==> config.mk <==
export PLATFORM = sky130hd
export DESIGN_NAME = dff_delay_line
export DESIGN_NICKNAME = d
export VERILOG_FILES = /design/src/rtl/dff_delay_line.sv
export SDC_FILE = /design/constraint.sdc
export NUM_CORES = 1
export LEC_CHECK = 0
export BUFFER_PORTS_ARGS = -buffer_cell sky130_fd_sc_hd__buf_2
export CAP_MARGIN = 0
export CORE_MARGIN = 5
export CORE_UTILIZATION = 45
export CTS_CLUSTER_DIAMETER = 30
export CTS_CLUSTER_SIZE = 16
export DETAILED_ROUTE_END_ITERATION = 8
export PLACE_DENSITY = 0.76
export SYNTH_ARGS = -nofsm -noshare
export SYNTH_HDL_FRONTEND = slang
export SYNTH_SLANG_ARGS = --single-unit
==> constraint.sdc <==
create_clock -name clk -period 5.5 [get_ports clk]
set_input_delay 0.275 -clock clk [delete_from_list [all_inputs] [get_ports clk]]
set_output_delay 0.275 -clock clk [all_outputs]
set_load 0.05 [all_outputs]
==> src/rtl/dff_delay_line.sv <==
// dff_delay_line: WIDTH-bit, DEPTH-stage registered delay line with valid
// tracking. It is the parameterised successor to a single-bit D flip-flop.
//
// Ports:
//   clk        rising-edge clock
//   rst        synchronous active-high reset; data <= RST_VAL, valids cleared
//   en         shift enable (0 = stall, every stage holds)
//   clr        synchronous flush of all valid bits; data is left untouched
//   din_valid  qualifies din
//   din        data into stage 0
//   dout_valid valid bit of the last stage
//   dout       data of the last stage (registered, no path from din)
//   fill_count number of stages currently holding valid data
//
// Priority at each clock edge: rst > clr > en > hold.
module dff_delay_line #(
  parameter int unsigned      WIDTH   = 8,
  parameter int unsigned      DEPTH   = 4,
  parameter logic [WIDTH-1:0] RST_VAL = '0
) (
  input  logic                       clk,
  input  logic                       rst,
  input  logic                       en,
  input  logic                       clr,
  input  logic                       din_valid,
  input  logic [WIDTH-1:0]           din,
  output logic                       dout_valid,
  output logic [WIDTH-1:0]           dout,
  output logic [$clog2(DEPTH+1)-1:0] fill_count
);

  localparam int unsigned FCW = $clog2(DEPTH+1);

  logic [WIDTH-1:0] data [DEPTH];
  logic [DEPTH-1:0] vld;

  always_ff @(posedge clk) begin
    if (rst) begin
      for (int unsigned k = 0; k < DEPTH; k++) data[k] <= RST_VAL;
      vld        <= '0;
      fill_count <= '0;
    end else if (clr) begin
      vld        <= '0;
      fill_count <= '0;
    end else if (en) begin
      data[0] <= din;
      vld[0]  <= din_valid;
      for (int unsigned k = 1; k < DEPTH; k++) begin
        data[k] <= data[k-1];
        vld[k]  <= vld[k-1];
      end
      // The last stage being valid guarantees fill_count >= 1, so the
      // subtraction never wraps; accept-and-emit leaves the count unchanged.
      fill_count <= fill_count + FCW'(din_valid) - FCW'(vld[DEPTH-1]);
    end
  end

  assign dout       = data[DEPTH-1];
  assign dout_valid = vld[DEPTH-1];

  // Consecutive edges with a plain shift (no rst/clr, en=1), saturating at
  // DEPTH; only the latency check below uses it.
  logic [FCW-1:0] a5_run;

  always_ff @(posedge clk) begin
    if (rst || clr || !en)          a5_run <= '0;
    else if (a5_run != FCW'(DEPTH)) a5_run <= a5_run + FCW'(1);
  end

  a1_reset: assert property (@(posedge clk) disable iff (rst)
    $past(rst) |-> (dout == RST_VAL && !dout_valid && fill_count == '0))
    else $error("A1 reset state violated at %0t", $time);

  a2_hold: assert property (@(posedge clk) disable iff (rst)
    $past(!en && !rst && !clr) |->
      (dout == $past(dout) && dout_valid == $past(dout_valid)))
    else $error("A2 hold violated at %0t", $time);

  a3_popcount: assert property (@(posedge clk) disable iff (rst)
    fill_count == FCW'($countones(vld)))
    else $error("A3 fill_count/popcount mismatch at %0t", $time);

  a4_bound: assert property (@(posedge clk) disable iff (rst)
    fill_count <= FCW'(DEPTH))
    else $error("A4 fill_count exceeds DEPTH at %0t", $time);

  a5_latency: assert property (@(posedge clk) disable iff (rst)
    a5_run == FCW'(DEPTH) |-> dout == $past(din, DEPTH))
    else $error("A5 latency violated at %0t", $time);

endmodule
==> results of run 1 <==
-- registers in the layout, indices dropped and copies added, names as in the netlist --
signal and count:
data 32, fill_count 3, vld 4
-- cells by family after synthesis --
logic type | count (synthesis)
buffers and inverters | 17
AO/OA/AOI/OAI | 3
flip-flops | 39
AND/OR/NAND/NOR | 43
XOR/XNOR | 1
multiplexers | 5
adder cells (fa/ha/maj) | 3
-- cell usage in the layout, fill, tap and decap left out --
| master | n |
|---|---|
| inv_1 | 4 |
| edfxtp_1 | 32 |
| mux2i_1 | 5 |
| nor2_4 | 1 |
| ha_1 | 2 |
| a31o_1 | 1 |
| nand2b_2 | 1 |
| nor2_1 | 7 |
| or2_1 | 1 |
| and2_1 | 32 |
| a211oi_1 | 1 |
| nand2b_1 | 1 |
| clkinv_1 | 1 |
| clkinv_2 | 1 |
| buf_2 | 24 |
| a211oi_2 | 1 |
| xor2_1 | 1 |
| clkbuf_4 | 5 |
| dfxtp_1 | 7 |
| fa_1 | 1 |
| buf_4 | 1 |
-- metal layers --
metal / GRT usage (%) / vias up
met5: 0 / -
met4: 4.04 / 0
met3: 6.52 / 0
met2: 16.0 / 24
met1: 7.02 / 360
li1: - / 399
-- report_power, final --
group | switching (mW) | internal [mW]
logic | 0.0300 | 0.0123
clock network | 0.0787 | 0.0453
registers | 0.00376 | 0.336
-- critical path, cell delays in order, from the launching register on --
cell and delay, ns:
dfxtp_1 0.36, inv_1 0.05, ha_1 0.26, inv_1 0.06, ha_1 0.13, inv_1 0.05
fa_1 0.36, xor2_1 0.23, a211oi_2 0.11, a31o_1 0.19
-- cell type report --
| type | count | area [µm²] | share of cell area [%] |
|---|---|---|---|
| flip-flops and latches | 39 | 1100 | 63.3 |
| multi-input cells | 55 | 392 | 22.5 |
| repair buffers | 25 | 128 | 7.34 |
| well taps | 46 | 57.6 | 3.31 |
| clock buffers | 5 | 37.5 | 2.16 |
| inverters | 4 | 15.0 | 0.863 |
| clock inverters | 2 | 8.76 | 0.504 |
-- worst paths after layout --
kind            startpoint            end  slack (ns)  cells after the start
min reg2reg         vld[0]         vld[0]        0.51                      2
min              din_valid         vld[0]        0.21                      3
max          fill_count[0]  fill_count[2]        3.62                      9
max reg2reg  fill_count[0]  fill_count[2]        3.62                      9
==> summary.md, run 1 <==
| Metric | Value |
|---|---|
| Met3 routed wirelength | `169 µm` |
| Pre-CTS WS | `3.62 ns` |
| Worst setup margin | `between 3 and 4 ns` |
| M1 WL | `684 µm` |
| Core Area | `about 0.0034 mm²` |
| Vias per cell | `4.45` |
| Synthesized Nets | `127` |
| # nets final | `146` |
| Setup TNS | `0 ns` |
| Vias in the first global route | `819` |
| Post-cts gate resize count | `0` |
| Post-synth EDFFs | `32` |
| Top Layer Used | `met3` |
| Mux share of post-synthesis cell area | `3.12%` |
| Dpl cells | `169` |
| Port Buf Inserts | `24` |
| Crit path kind | `reg -> reg` |
| Final hold vios | `0` |
| Ys Warns | `0` |
| Pwr per Cell Area | `between 200 and 300 mW/mm²` |
| Tot GR Track Use | `8.88%` |
| Post-synthesis sequential area ratio | `between 60 and 70%` |
| Vias after detailed routing | `783` |
| CTS Hold Bufs | `0` |
| Synth Area in Adders | `2.81%` |
| Placement Cell Area | `0.00169 mm²` |
| Design Area, Final | `around 0.0017 mm²` |
| Die area | `0.00486 mm²` |
| Synth-to-layout area growth | `8.34%` |
| Ratio of cells with drive above 1 in the final layout | `a little over a quarter` |
| Largest cells by area after synthesis | `edfxtp_1 (60%), and2_1 (12%), dfxtp_1 (8.7%)` |
| Starting Density | `47.4%` |
| Post-synthesis cell type count | `19` |
| Period minus WS final | `1.88 ns` |
| Drt pass-1 iters | `4` |
| Remaining DRCs | `0` |
| DR iter-0 viols | `20` |
| Min Hold Slack | `0.215 ns` |
| CTS clock-pin slew for the worst setup and hold paths | `around 0.10 ns` |
| Pin count of the biggest net entering global routing | `33` |
| Max-cap violations | `0` |
| Clk sinks | `39` |
| Clock buffer count from CTS | `5` |
| Worst-Margin Slew | `0.464 ns` |
| Hold crit path type | `in -> reg` |
| Initial antenna violation count | `0` |
| Final Power | `0.506 mW` |
| Post-DRT Antenna Nets | `0` |
| Clock Tree Buf Depth | `2` |
| RSZ-0062 raised after global routing | `no` |
| Synth Area in XOR/XNOR | `less than 1%` |
| Simple-Gate Fraction of Synth Area | `between 10% and 20%` |
| Post-synthesis compound-gate area fraction | `1.79%` |
| Post-synthesis instance area | `0.00161 mm²` |
| #FFs+latches synth | `39` |
| Die Span Y | `roughly 70 µm` |
| Util after Layout | `51.3%` |
| Top cell type's share of synthesized area | `about 60%` |
| Setup Skew | `about 0.006 ns` |
| Max Freq | `533 MHz` |
| Worst-Skew Late Latency | `between 0.3 and 0.4 ns` |
| H-tree level count | `2` |
| Placer Congestion | `just under 0.7` |
| Worst Path Required | `about 5.7 ns` |
| Startpoint types | `flip-flop` |
| Status | `finished clean` |
| Post-CTS Setup Bufs | `0` |
| Drt total wl | `1890 µm` |
| Critical Path End Type | `flip-flop` |
| Fin cells | `176` |
| First-pass GRT wire length | `3260 µm` |
| LEAKAGE | `0.724 nW` |
| Final period util | `34.1%` |
| WL met2 | `1030 µm` |
| GRT overflow | `0` |
| # diodes | `0` |
| I/O pins | `25` |
| Row cnt | `21` |
| Post-synthesis async set-or-reset flop share | `0%` |
| Clk root buf | `clkbuf_4` |
| Yosys top cell by area | `edfxtp_1` |
| Max-slew violations | `0` |
| Largest family of logic cells by synthesized area | `simple AND/OR/NAND/NOR gates` |
| Cells after synthesis | `around 110` |
| Prevailing post-synth register cell | `edfxtp_1` |
| Rel. slew slack | `69.0%` |
| # setup viols final | `0` |
| Die X | `69.7 µm` |
| Fill cell count | `~270` |
| Worst EP arrival | `approximately 2.1 ns` |
| CTS tree | `built` |
| Avg Cell Area, Syn | `14.5 µm²` |
| Max IR drop VDD | `between 0.15 and 0.2 mV` |
| Final HPWL DP | `1320 µm` |
| DR WL/cell | `10.7 µm` |
| Crit Path Max Fanout | `3` |
| Post-synth top cells | `and2_1 (32), edfxtp_1 (32), buf_4 (8)` |
(Power assumes the default switching activity.)
==> inputs of run 2 (changes only) <==
Clock period 5.5 ns to 1.9 ns, I/O delays scaled along.
==> summary.md, run 2 (same netlist as run 1, synthesis figures left out) <==
| Metric | Value |
|---|---|
| # setup viols final | `0 (unchanged)` |
| RSZ-0062 raised after global routing | `no` |
| Clk root buf | `clkbuf_4` |
| Vias after detailed routing | `792 (+1.1%)` |
| Max reg flops | `32 (unchanged)` |
| Pwr per Cell Area | `846 mW/mm² (+190%)` |
| Ratio of cells with drive above 1 in the final layout | `29.0% (+2.9 points)` |
| Die area | `0.00486 mm² (unchanged)` |
| Final HPWL DP | `1260 µm (-4.6%)` |
| Port Buf Inserts | `24 (unchanged)` |
| Clock Tree Buf Depth | `2 (unchanged)` |
| Pin count of the biggest net entering global routing | `33 (unchanged)` |
| Regs by FF count | `data x32, vld x4, fill_count x3` |
| Worst-Skew Late Latency | `0.33 ns (about the same)` |
| Drt total wl | `1920 µm (+1.5%)` |
| # nets final | `146 (unchanged)` |
| Worst EP arrival | `2.06 ns (-0.05 ns)` |
| First-pass GRT wire length | `3140 µm (-3.6%)` |
| Fill cell count | `277 (+1.5%)` |
| Startpoint types | `flip-flop` |
| Drt pass-1 iters | `4 (unchanged)` |
| Initial antenna violation count | `0 (unchanged)` |
| Rel. slew slack | `69.1% (+0.12 points)` |
| H-tree level count | `2 (unchanged)` |
| Worst setup margin | `0.127 ns (-3.50 ns)` |
| Critical Path End Type | `flip-flop` |
| Row cnt | `21 (unchanged)` |
| Final period util | `93.3% (+59 points)` |
| Starting Density | `47.4% (unchanged)` |
| Final Power | `1.49 mW (+190%)` |
| Die X | `69.7 µm (unchanged)` |
| Final hold vios | `0 (unchanged)` |
| GRT overflow | `0 (unchanged)` |
| Biggest register | `data` |
| Vias in the first global route | `769 (-6.1%)` |
| Max-cap violations | `0 (unchanged)` |
| DR iter-0 viols | `17 (-15%)` |
| DR WL/cell | `10.8 µm (+0.91%)` |
| I/O pins | `25 (unchanged)` |
| Max-slew violations | `0 (unchanged)` |
| Post-DRT Antenna Nets | `0 (unchanged)` |
| Commonest cells after routing, fill and taps aside | `and2_1 (32), edfxtp_1 (32), buf_2 (24)` |
| Max Freq | `564 MHz (+5.9%)` |
| Crit path kind | `reg -> reg` |
| Setup Skew | `0.00393 ns (-0.00210 ns)` |
| Worst-Margin Slew | `0.462 ns (-0.00175 ns)` |
| Placer Congestion | `0.706 (+2.9%)` |
| Clk sinks | `39 (unchanged)` |
| Pre-CTS WS | `0.0543 ns (-3.57 ns)` |
| Die Span Y | `69.7 µm (unchanged)` |
| Vias per cell | `4.47 (+0.58%)` |
| Crit Path Max Fanout | `3 (unchanged)` |
| Worst Path Required | `2.18 ns (-3.55 ns)` |
| Remaining DRCs | `0 (unchanged)` |
| # diodes | `0 (unchanged)` |
| Core Area | `0.00339 mm² (unchanged)` |
| Clock buffer count from CTS | `5 (unchanged)` |
| Tot GR Track Use | `8.58% (-0.30 points)` |
| Status | `finished clean` |
| Hold crit path type | `in -> reg` |
| Max IR drop VDD | `0.385 mV (+140%)` |
| LEAKAGE | `0.725 nW (+0.20%)` |
| Period minus WS final | `1.77 ns (-0.104 ns)` |
| CTS tree | `built` |
| Synth-to-layout area growth | `9.66%` |
| CTS clock-pin slew for the worst setup and hold paths | `0.10 ns (about the same)` |
| Setup TNS | `0 ns (unchanged)` |
## run 2: metrics by stage
stage          area (µm²)  hold WS, ns  util [%]  cells
2_1_floorplan        1610        0.242         -    111
3_3_place_gp         1700        0.364      50.2    169
3_5_place_dp         1700        0.378      50.2    169
4_1_cts              1750       0.0142      51.6    177
5_1_grt              1760       0.0100      51.9    177
6_report             1760       0.0290      51.9    177
## run 2: worst max-delay path: stages, from the launching register on
cell and delay [ns]:
dfxtp_4 0.36, inv_1 0.04, ha_1 0.26, inv_1 0.05
ha_1 0.13, inv_1 0.05, fa_2 0.35, xor2_2 0.16
a211oi_2 0.22, a31o_1 0.12
## run 2: cell type report
| cell class | count | area (µm²) | area share, % |
|---|---|---|---|
| Clock buffer | 7 | 45.0 | 2.56 |
| Clock inverter | 1 | 5.00 | 0.284 |
| Inverter | 4 | 15.0 | 0.853 |
| Multi-Input combinational cell | 55 | 402 | 22.8 |
| Sequential cell | 39 | 1110 | 63.0 |
| Tap cell | 46 | 57.6 | 3.27 |
| Timing Repair Buffer | 25 | 128 | 7.25 |
## run 2: power breakdown
part	switching, mW	leakage [nW]	internal, mW
logic	0.0873	0.299	0.0363
clock network	0.241	0.0293	0.144
registers	0.0105	0.397	0.970
## run 2: per-layer routing
| layer | global-route usage, % | wire, µm | share of wire (%) | vias to the layer above |
|---|---|---|---|---|
| met4 | 5.11 | 46 | 2.4 | 0 |
| met2 | 14.6 | 964 | 50 | 24 |
| met3 | 5.22 | 171 | 8.9 | 5 |
| met5 | 0 | 0 | 0 | - |
| li1 | - | - | - | 399 |
| met1 | 7.68 | 733 | 38 | 364 |
## run 2: repair_timing
item / 4_1_cts / 5_1_grt
hold buffers: 0 / 0
resized for setup: 0 / 2
setup endpoints to repair: 0 / 1
setup buffers: 0 / 0
## run 2: worst paths after layout
check / from / to / slack (ns) / depth (start not counted)
worst max register to register: fill_count[0] / fill_count[2] / 0.13 / 9
worst min register to register: vld[0] / vld[0] / 0.51 / 2
worst min-delay path: din[5] / data[0][5] / 0.03 / 2
worst max-delay path: fill_count[0] / fill_count[2] / 0.13 / 9
==> inputs of run 3 (changes only) <==
Settings changed: CORE_UTILIZATION 45 to 50, PLACE_DENSITY 0.76 to 0.82.
==> summary.md, run 3 (same netlist as run 1, synthesis figures left out) <==
| Metric | Value |
|---|---|
| Hold Path Origin | `din[0]` |
| First-pass GRT wire length | `3090 µm (-1.5%)` |
| Die Span Y | `66.7 µm (-4.4%)` |
| Pwr per Cell Area | `849 mW/mm² (+0.38%)` |
| Startpoint types | `flip-flop` |
| Setup Skew | `0.00565 ns (+0.00172 ns)` |
| Final hold vios | `0 (unchanged)` |
| Clk root buf | `clkbuf_4` |
| Clock Tree Buf Depth | `2 (unchanged)` |
| Crit Path Max Fanout | `3 (unchanged)` |
| Row cnt | `20 (-4.8%)` |
| Core Area | `0.00308 mm² (-9.2%)` |
| DR WL/cell | `10.1 µm (-6.5%)` |
| CTS Hold Bufs | `0 (unchanged)` |
| Die X | `66.7 µm (-4.4%)` |
| Max-cap violations | `0 (unchanged)` |
| # diodes | `0 (unchanged)` |
| Period minus WS final | `1.77 ns (-0.00320 ns)` |
| Clock buffer count from CTS | `5 (unchanged)` |
| Placement Cell Area | `0.00170 mm² (-0.15%)` |
| DR iter-0 viols | `18 (+1)` |
| Remaining DRCs | `0 (unchanged)` |
| Vias in the first global route | `801 (+4.2%)` |
| Ratio of cells with drive above 1 in the final layout | `30.5% (+1.5 points)` |
| Final period util | `93.1% (-0.17 points)` |
| RSZ-0062 raised after global routing | `no` |
| Vias per cell | `4.63 (+3.4%)` |
| Cells on worst reg2reg path | `9 (unchanged)` |
| Final HPWL DP | `1240 µm (-1.7%)` |
| LEAKAGE | `0.723 nW (-0.29%)` |
| Critical Path End Type | `flip-flop` |
| Die area | `0.00444 mm² (-8.6%)` |
| Drt pass-1 iters | `2 (-2)` |
| Number of buffers and inverters on the critical path | `3 (unchanged)` |
| Crit-path slowest cell | `dfxtp_4` |
| Crit path kind | `reg -> reg` |
| Max reg flops | `32 (unchanged)` |
| Starting Density | `52.2% (+4.8 points)` |
| Final Power | `1.50 mW (+0.67%)` |
| Post-DRT Antenna Nets | `0 (unchanged)` |
| Tot GR Track Use | `9.74% (+1.2 points)` |
| Commonest cells after routing, fill and taps aside | `and2_1 (32), edfxtp_1 (32), buf_2 (24)` |
| Max IR drop VDD | `0.447 mV (+16%)` |
| Port Buf Inserts | `24 (unchanged)` |
| # nets final | `146 (unchanged)` |
| Worst EP arrival | `2.05 ns (about the same)` |
| Rel. slew slack | `68.0% (-1.1 points)` |
| Status | `finished clean` |
| I/O pins | `25 (unchanged)` |
| CP cell instances | `inv_1 > ha_1 > inv_1 > ha_1 > inv_1 > fa_2 > xor2_2 > a211oi_2 > a31o_1` |
| Worst-Margin Slew | `0.479 ns (+0.0165 ns)` |
| Regs by FF count | `data x32, vld x4, fill_count x3` |
| Fill cell count | `249 (-10%)` |
| Initial antenna violation count | `0 (unchanged)` |
| Largest delay contributor family on the critical path | `adder cells` |
| Synth-to-layout area growth | `9.98%` |
| Max Freq | `565 MHz (+0.18%)` |
| R2R Setup Slk | `0.13 ns (about the same)` |
| Dpl cells | `167 (-1.2%)` |
| Pin count of the biggest net entering global routing | `33 (unchanged)` |
| Biggest register | `data` |
| Max incr delay on CP | `0.36 ns (about the same)` |
| H-tree level count | `2 (unchanged)` |
| Hold crit path type | `in -> reg` |
| Design Area, Final | `0.00177 mm² (+0.28%)` |
| GRT overflow | `0 (unchanged)` |
| Worst flop-to-flop path startpoint | `fill_count[0]` |
| Drt total wl | `1770 µm (-7.5%)` |
| Worst path most repeated cell | `inv_1` |
| Worst-Skew Late Latency | `0.33 ns (about the same)` |
| Clk sinks | `39 (unchanged)` |
| Max-slew violations | `0 (unchanged)` |
| Hold path depth | `2 (unchanged)` |
| CTS clock-pin slew for the worst setup and hold paths | `0.11 ns (about the same)` |
| Placer Congestion | `0.683 (-3.3%)` |
| Fin cells | `175 (-1.1%)` |
| Setup TNS | `0 ns (unchanged)` |
| CTS tree | `built` |
| Worst Path Required | `2.18 ns (about the same)` |
| R2R Path End | `fill_count[2]` |
| Hold Crit Endpoint | `data[0][0]` |
| # setup viols final | `0 (unchanged)` |
| Min Hold Slack | `0.0271 ns (-0.00189 ns)` |
| Vias after detailed routing | `810 (+2.3%)` |
run 3: cell types whose count changed in the layout (fill, tap and decap cells not counted):
cell	before	now
clkbuf_1	2	0
clkinvlp_4	0	2
run 3: area by class of cell:
cell class	count	area [µm²]	share of cell area, %
well taps	44	55.1	3.12
flip-flops and latches	39	1110	62.8
clock inverters	3	20.0	1.13
inverters	4	15.0	0.850
clock buffers	5	37.5	2.13
multi-input cells	55	402	22.7
repair buffers	25	128	7.23
run 3: report_power, final:
part	internal, mW	leakage, nW	switching (mW)
combinational	0.0364	0.299	0.0863
sequential	0.970	0.397	0.0103
clock	0.141	0.0272	0.255
total	1.15	0.723	0.352
run 3: worst max path at each step:
stage                  start            end  slack [ns]  cells past startpoint
2_1_floorplan  fill_count[0]  fill_count[2]        0.01                      9
3_3_place_gp   fill_count[0]  fill_count[2]        0.11                      9
3_5_place_dp   fill_count[0]  fill_count[2]        0.06                      9
4_1_cts        fill_count[0]  fill_count[2]        0.04                      9
5_1_grt        fill_count[0]  fill_count[2]        0.03                      9
6_report       fill_count[0]  fill_count[2]        0.13                      9
run 3: through the flow:
stage / util, % / setup WS, ns
2_1_floorplan: - / 0.0147
5_1_grt: 57.4 / 0.0290
3_5_place_dp: 55.2 / 0.0582
4_1_cts: 57.0 / 0.0386
6_report: 57.4 / 0.130
3_3_place_gp: 55.2 / 0.113
run 3: timing repair:
action | CTS | global route
setup buffers | 0 | 0
resized for setup | 0 | 2
endpoints found under the setup margin | 0 | 1
run 3: worst reg2reg max path, delay by kind of cell, from the launching register on:
kind                       cells  cell delay (ns)
xor gates and xnor gates       1             0.16
DFF                            1             0.36
buffers and inverters          3             0.14
adders and majority gates      3             0.74
AOI/OAI and AO/OA              2             0.32
run 3: metal layers:
| layer | share of wire, % | up-vias | global-route usage (%) |
|---|---|---|---|
| met4 | 3.3 | 0 | 7.61 |
| met2 | 52 | 23 | 17.1 |
| met5 | 0 | - | 0 |
| li1 | - | 399 | - |
| met1 | 37 | 381 | 8.94 |
| met3 | 7.5 | 7 | 3.54 |
